File: src/rtl/interrupt_sched.sv
// interrupt_sched: fixed-priority interrupt take/return FSM plus programmable period counter; int_en1 one cycle after a qualified request.
// stallD/branch_stall_D hold off takes, stallE holds off counter config; INT_EDGE_DETECT_EN selects edge (vs level) capture of irq_ext.
module interrupt_sched #(
  parameter int NSRC      = 4,
  parameter int CNT_WIDTH = 16,
  parameter int ID_W      = 2
) (
  input  logic                 i_clk,
  input  logic                 i_rst_n,
  input  logic [NSRC-2:0]      i_irq_ext,
  input  logic                 i_cnt_int_e,
  input  logic                 i_cnt_int_sel_e,
  input  logic                 i_cnt_int_disable_e,
  input  logic [CNT_WIDTH-1:0] i_cnt_data_e,
  input  logic                 i_stall_e,
  input  logic                 i_stall_d,
  input  logic                 i_branch_stall_d,
  input  logic                 i_rti,
  output logic                 o_int_en1,
  output logic [ID_W-1:0]      o_int_id,
  output logic                 o_in_service,
  output logic [NSRC-1:0]      o_pending
);

  typedef enum logic [1:0] {S_IDLE, S_TAKE, S_SERVICE, S_RETURN} state_t;

  state_t               r_state;
  logic [CNT_WIDTH-1:0] r_period;
  logic [CNT_WIDTH-1:0] r_counter;
  logic                 r_cnt_en;
  logic [NSRC-1:0]      r_pending;
  logic                 r_int_en1;
  logic [ID_W-1:0]      r_int_id;
  logic                 r_in_service;

  logic                 w_cfg_dis;
  logic                 w_cfg_ld;
  logic                 w_cnt_run;
  logic                 w_cnt_fire;
  logic [NSRC-2:0]      w_ext_set;
  logic [NSRC-1:0]      w_set;
  logic [NSRC-1:0]      w_lowest_oh;
  logic [NSRC-1:0]      w_clr;
  logic [ID_W-1:0]      w_lowest_id;
  logic                 w_take;

  // Disable beats load; a config write pre-empts the running count for that cycle.
  assign w_cfg_dis  = i_cnt_int_e & ~i_stall_e & i_cnt_int_disable_e;
  assign w_cfg_ld   = i_cnt_int_e & ~i_stall_e & i_cnt_int_sel_e & ~i_cnt_int_disable_e;
  assign w_cnt_run  = r_cnt_en & (r_period != '0) & ~w_cfg_dis & ~w_cfg_ld;
  assign w_cnt_fire = w_cnt_run & (r_counter == CNT_WIDTH'(1));

  always_ff @(posedge i_clk or negedge i_rst_n) begin
    if (!i_rst_n) begin
      r_period  <= '0;
      r_counter <= '0;
      r_cnt_en  <= 1'b0;
    end else if (w_cfg_dis) begin
      r_cnt_en <= 1'b0;
    end else if (w_cfg_ld) begin
      r_period  <= i_cnt_data_e;
      r_counter <= i_cnt_data_e;
      r_cnt_en  <= 1'b1;
    end else if (w_cnt_run) begin
      r_counter <= w_cnt_fire ? r_period : r_counter - CNT_WIDTH'(1);
    end
  end

`ifdef INT_EDGE_DETECT_EN
  logic [NSRC-2:0] r_irq_prev;

  always_ff @(posedge i_clk or negedge i_rst_n) begin
    if (!i_rst_n) r_irq_prev <= '0;
    else          r_irq_prev <= i_irq_ext;
  end

  assign w_ext_set = i_irq_ext & ~r_irq_prev;
`else
  assign w_ext_set = i_irq_ext;
`endif

  assign w_set = {w_ext_set, w_cnt_fire};

  always_comb begin
    w_lowest_id = '0;
    for (int i = NSRC - 1; i >= 0; i--) begin
      if (r_pending[i]) w_lowest_id = ID_W'(i);
    end
  end

  // Isolates the lowest set bit: the one cleared on a take.
  assign w_lowest_oh = r_pending & (~r_pending + NSRC'(1));
  assign w_take      = (r_state == S_IDLE) & (|r_pending) & ~i_stall_d & ~i_branch_stall_d;
  assign w_clr       = w_take ? w_lowest_oh : '0;

  always_ff @(posedge i_clk or negedge i_rst_n) begin
    if (!i_rst_n) begin
      r_state      <= S_IDLE;
      r_pending    <= '0;
      r_int_en1    <= 1'b0;
      r_int_id     <= '0;
      r_in_service <= 1'b0;
    end else begin
      r_pending <= (r_pending & ~w_clr) | w_set;
      r_int_en1 <= 1'b0;
      case (r_state)
        S_IDLE: begin
          if (w_take) begin
            r_state   <= S_TAKE;
            r_int_en1 <= 1'b1;
            r_int_id  <= w_lowest_id;
          end
        end
        S_TAKE: begin
          r_state      <= S_SERVICE;
          r_in_service <= 1'b1;
        end
        S_SERVICE: begin
          if (i_rti & ~i_stall_d) r_state <= S_RETURN;
        end
        S_RETURN: begin
          r_state      <= S_IDLE;
          r_in_service <= 1'b0;
        end
        default: r_state <= S_IDLE;
      endcase
    end
  end

  assign o_int_en1    = r_int_en1;
  assign o_int_id     = r_int_id;
  assign o_in_service = r_in_service;
  assign o_pending    = r_pending;

endmodule
File: config.mk
export PLATFORM = sky130hd
export DESIGN_NAME = interrupt_sched
export DESIGN_NICKNAME = d
export VERILOG_FILES = /design/src/rtl/interrupt_sched.sv
export SDC_FILE = /design/constraint.sdc
export NUM_CORES = 1
export LEC_CHECK = 0
export ABC_CLOCK_PERIOD_IN_PS = 2400
export CORE_MARGIN = 2
export CORE_UTILIZATION = 53
export DETAILED_ROUTE_END_ITERATION = 16
export PLACE_DENSITY_LB_ADDON = 0.08
export SLEW_MARGIN = 25
export SYNTH_ARGS = -nofsm -noshare
export SYNTH_HDL_FRONTEND = slang
export SYNTH_SLANG_ARGS = --single-unit
export TNS_END_PERCENT = 1
File: constraint.sdc
create_clock -name i_clk -period 2.4 [get_ports i_clk]
set_input_delay 0.36 -clock i_clk [delete_from_list [all_inputs] [get_ports i_clk]]
set_output_delay 0.36 -clock i_clk [all_outputs]
set_load 0.02 [all_outputs]
==> metrics.md <==
| Metric | Value |
|---|---|
| Peak VDD IR | between 0.0004 and 0.0005 V |
| Worst Hold Class | in2async |
| Starting density of the core | 0.541 |
| Vias in the first global route | just over 2,000 |
| Share of cells above drive strength 1 | 0.0980 |
| Worst path arrival time | ~2.3 ns |
| Setup Viol. Count Final | 0 |
| First-pass GRT wire length | 9530 µm |
| CP Launch Type | register |
| Synth area leaders | dfrtp_1, nand2_1, nor2_1 |
| Iter 0 DRT Violations | 146 |
| Slew margin rel. | 0.653 |
| Total GRT Usage | 0.245 |
| Input/output buffers | 35 |
| Maximum fanout along the worst path | 11 |
| Hold-fix buffers, CTS | 0 |
| Grt ovf | 0 |
| Min Hold Slack | -0.00116 ns |
| Die Ht | approximately 70 µm |
| Row count | 24 |
| CTS tree | yes |
| Gpl congestion | 0.864 |
| Most frequent cells in the layout | nand2_1, dfrtp_1, clkdlybuf4s50_1 |
| # DRC | 0 |
| Max Buffers Root-to-Sink | 2 |
| Final wirelength | approximately 5400 µm |
| Syn_area_per_cell | a little under 9 µm² |
| Count of cell types in the netlist | 43 |
| Slew Viols, Final | 0 |
| Synthesized area | about 2300 µm² |
| Min Clock Period, post-route | 2.10 ns |
| Setup WS pre-CTS | -0.0257 ns |
| RSZ-0062 raised after global routing | no |
| Worst setup path class | reg2reg |
| Area leader, netlist | dfrtp_1 |
| Sw Pwr | 0.863 mW |
| Cells on worst reg2reg path | 6 |
| Vias | 2,030 |
| Ys async rst share | 1.00 |
| Clk_lat worst skew | around 0.30 ns |
| Pin count of the biggest net entering global routing | 30 |
| Total CTS buffers | 5 |
| Switching Fraction | 0.364 |
| Pwr Density | 834 nW/µm² |
| Max cap viols | 0 |
| Worst r2r src | r_counter[9] |
| Sequential share of the synthesized area | 0.463 |
| I/O pins | 36 |
| Worst-Margin Slew | 0.517 ns |
| Final worst-path cycle share | 0.877 |
| Mapped Cells | 266 |
| Drt pass-1 iters | 4 |
| DR WL/cell | 15.1 µm |
| Post-route design area | 2840 µm² |
| Commonest non-fill, non-tap cell in the layout | nand2_1 |
| CP endpoint kind | register |
| DP HPWL | between 4000 and 5000 µm |
| Initial antenna violation count | 0 |
| Comb pwr share | 0.326 |
| Fmax | 0.475 GHz |
| Sequential share of power | 0.478 |
| Die X | between 70 and 80 µm |
| Cell Area, Placed | roughly 2800 µm² |
| R2R Path End | r_counter[6] |
| Internal power | 1.51 mW |
| Die area | between 4000 and 5000 µm² |
| Most used DFF post-synth | dfrtp_1 |
| Core area | between 4000 and 5000 µm² |
| Failing checks | hold timing |
| CP required | about 2.6 ns |
| Clock network power share | 0.196 |
| Via density | about 5.7 |
| Clock root cell | clkbuf_8 |
| Clk_skew | 0.00732 ns |
| Status | finished with violations |
| Nets | 341 |
| YS warnings | 0 |
| Antenna Cells | 0 |
| Reg2reg setup slack | 0.30 ns |
| Reg clk slew, reported paths | 0.08 ns |
| H-tree Lvls | 2 |
| Synth-to-Final Area Change | 22.3% |
| Final Worst Setup Slack | 0.296 ns |
| Clock Sinks | 43 |
| Lkg Pwr | 1.28 nW |
| Synth top area share | 0.463 |
| Routed Antenna Nets | 0 |
| Post-synth EDFFs | 0 |
| Net count after synthesis | 301 |
| Seq cells post-synth | 43 |
| Final Hold Vio Count | 1 |
## timing repair
item / 4_1_cts / 5_1_grt
setup buffers: 0 / 0
endpoints found under the setup margin: 0 / 1
gates resized for setup: 0 / 1
## layer usage
| layer | global-route usage | wire length, µm | part of all wire |
|---|---|---|---|
| met5 | 0 | 0 | 0 |
| met4 | 0.0705 | 97 | 0.018 |
| met3 | 0.0491 | 192 | 0.035 |
| met2 | 0.410 | 2680 | 0.50 |
| met1 | 0.325 | 2440 | 0.45 |
## synthesized netlist by cell type, types with 6 or more instances
master,number
nor2_1,25
nand2_1,64
o21ai_0,18
nor3_1,8
ha_1,7
a2bb2oi_1,6
inv_1,7
dfrtp_1,43
nand3_1,6
clkbuf_1,6
a21oi_1,13
## power groups by stage
stage | clock, mW | combinational [mW] | sequential, mW
4_1_cts | 0.477 | 0.780 | 1.13
5_1_grt | 0.503 | 0.883 | 1.16
2_1_floorplan | 0 | 0.503 | 1.12
3_3_place_gp | 0 | 0.746 | 1.13
6_report | 0.466 | 0.772 | 1.13
3_5_place_dp | 0 | 0.779 | 1.14
## sequential cells by signal, indices dropped and copies added, names as in the netlist
register,flops
r_counter,16
r_period,16
o_pending,4
o_int_id,2
r_state,2
o_in_service,1
o_int_en1,1
r_cnt_en,1
## logic make-up after synthesis
family / count (synthesis) / synth area share
simple gates: 129 / 0.265
compound gates: 64 / 0.179
flops: 43 / 0.463
buf+inv: 18 / 0.0323
fa+ha+maj: 7 / 0.0377
mux: 4 / 0.0188
xor+xnor: 1 / 0.00377
## cell type report
type                    count  area [µm²]
flip-flops and latches     43        1080
inverters                   7        26.3
clock buffers               6        82.6
clock inverters             1        5.00
multi-input cells         205        1170
fillers                   388        1450
well taps                  52        65.1
repair buffers             44         413
## through the flow
step	util	power, mW	instances	hold WS, ns	setup TNS [ns]
2_1_floorplan	-	1.62	266	0.0644	0
3_3_place_gp	0.641	1.88	351	0.344	0
3_5_place_dp	0.641	1.92	351	0.334	-0.0257
4_1_cts	0.661	2.38	358	0.0102	0
5_1_grt	0.662	2.54	358	0.0260	0
6_report	0.662	2.37	358	-0.00116	0
## worst max-delay path, stage by stage (launching register included)
cell       delay [ns]
dfrtp_1          0.42
nor4_2           0.44
and3_1           0.30
and3_2           0.32
a32oi_1          0.17
a21oi_1          0.20
a2bb2oi_1        0.18
## worst max path at each step
stage | from | endpoint | depth (start not counted)
after floorplan | r_counter[4] | r_counter[14] | 6
after global placement | i_stall_e | r_counter[6] | 7
after detailed placement | i_stall_e | r_counter[6] | 7
after CTS | r_counter[9] | r_counter[6] | 6
after global routing | r_counter[9] | r_counter[6] | 6
final | r_counter[9] | r_counter[6] | 6
Power figures use the tool's default switching activity.
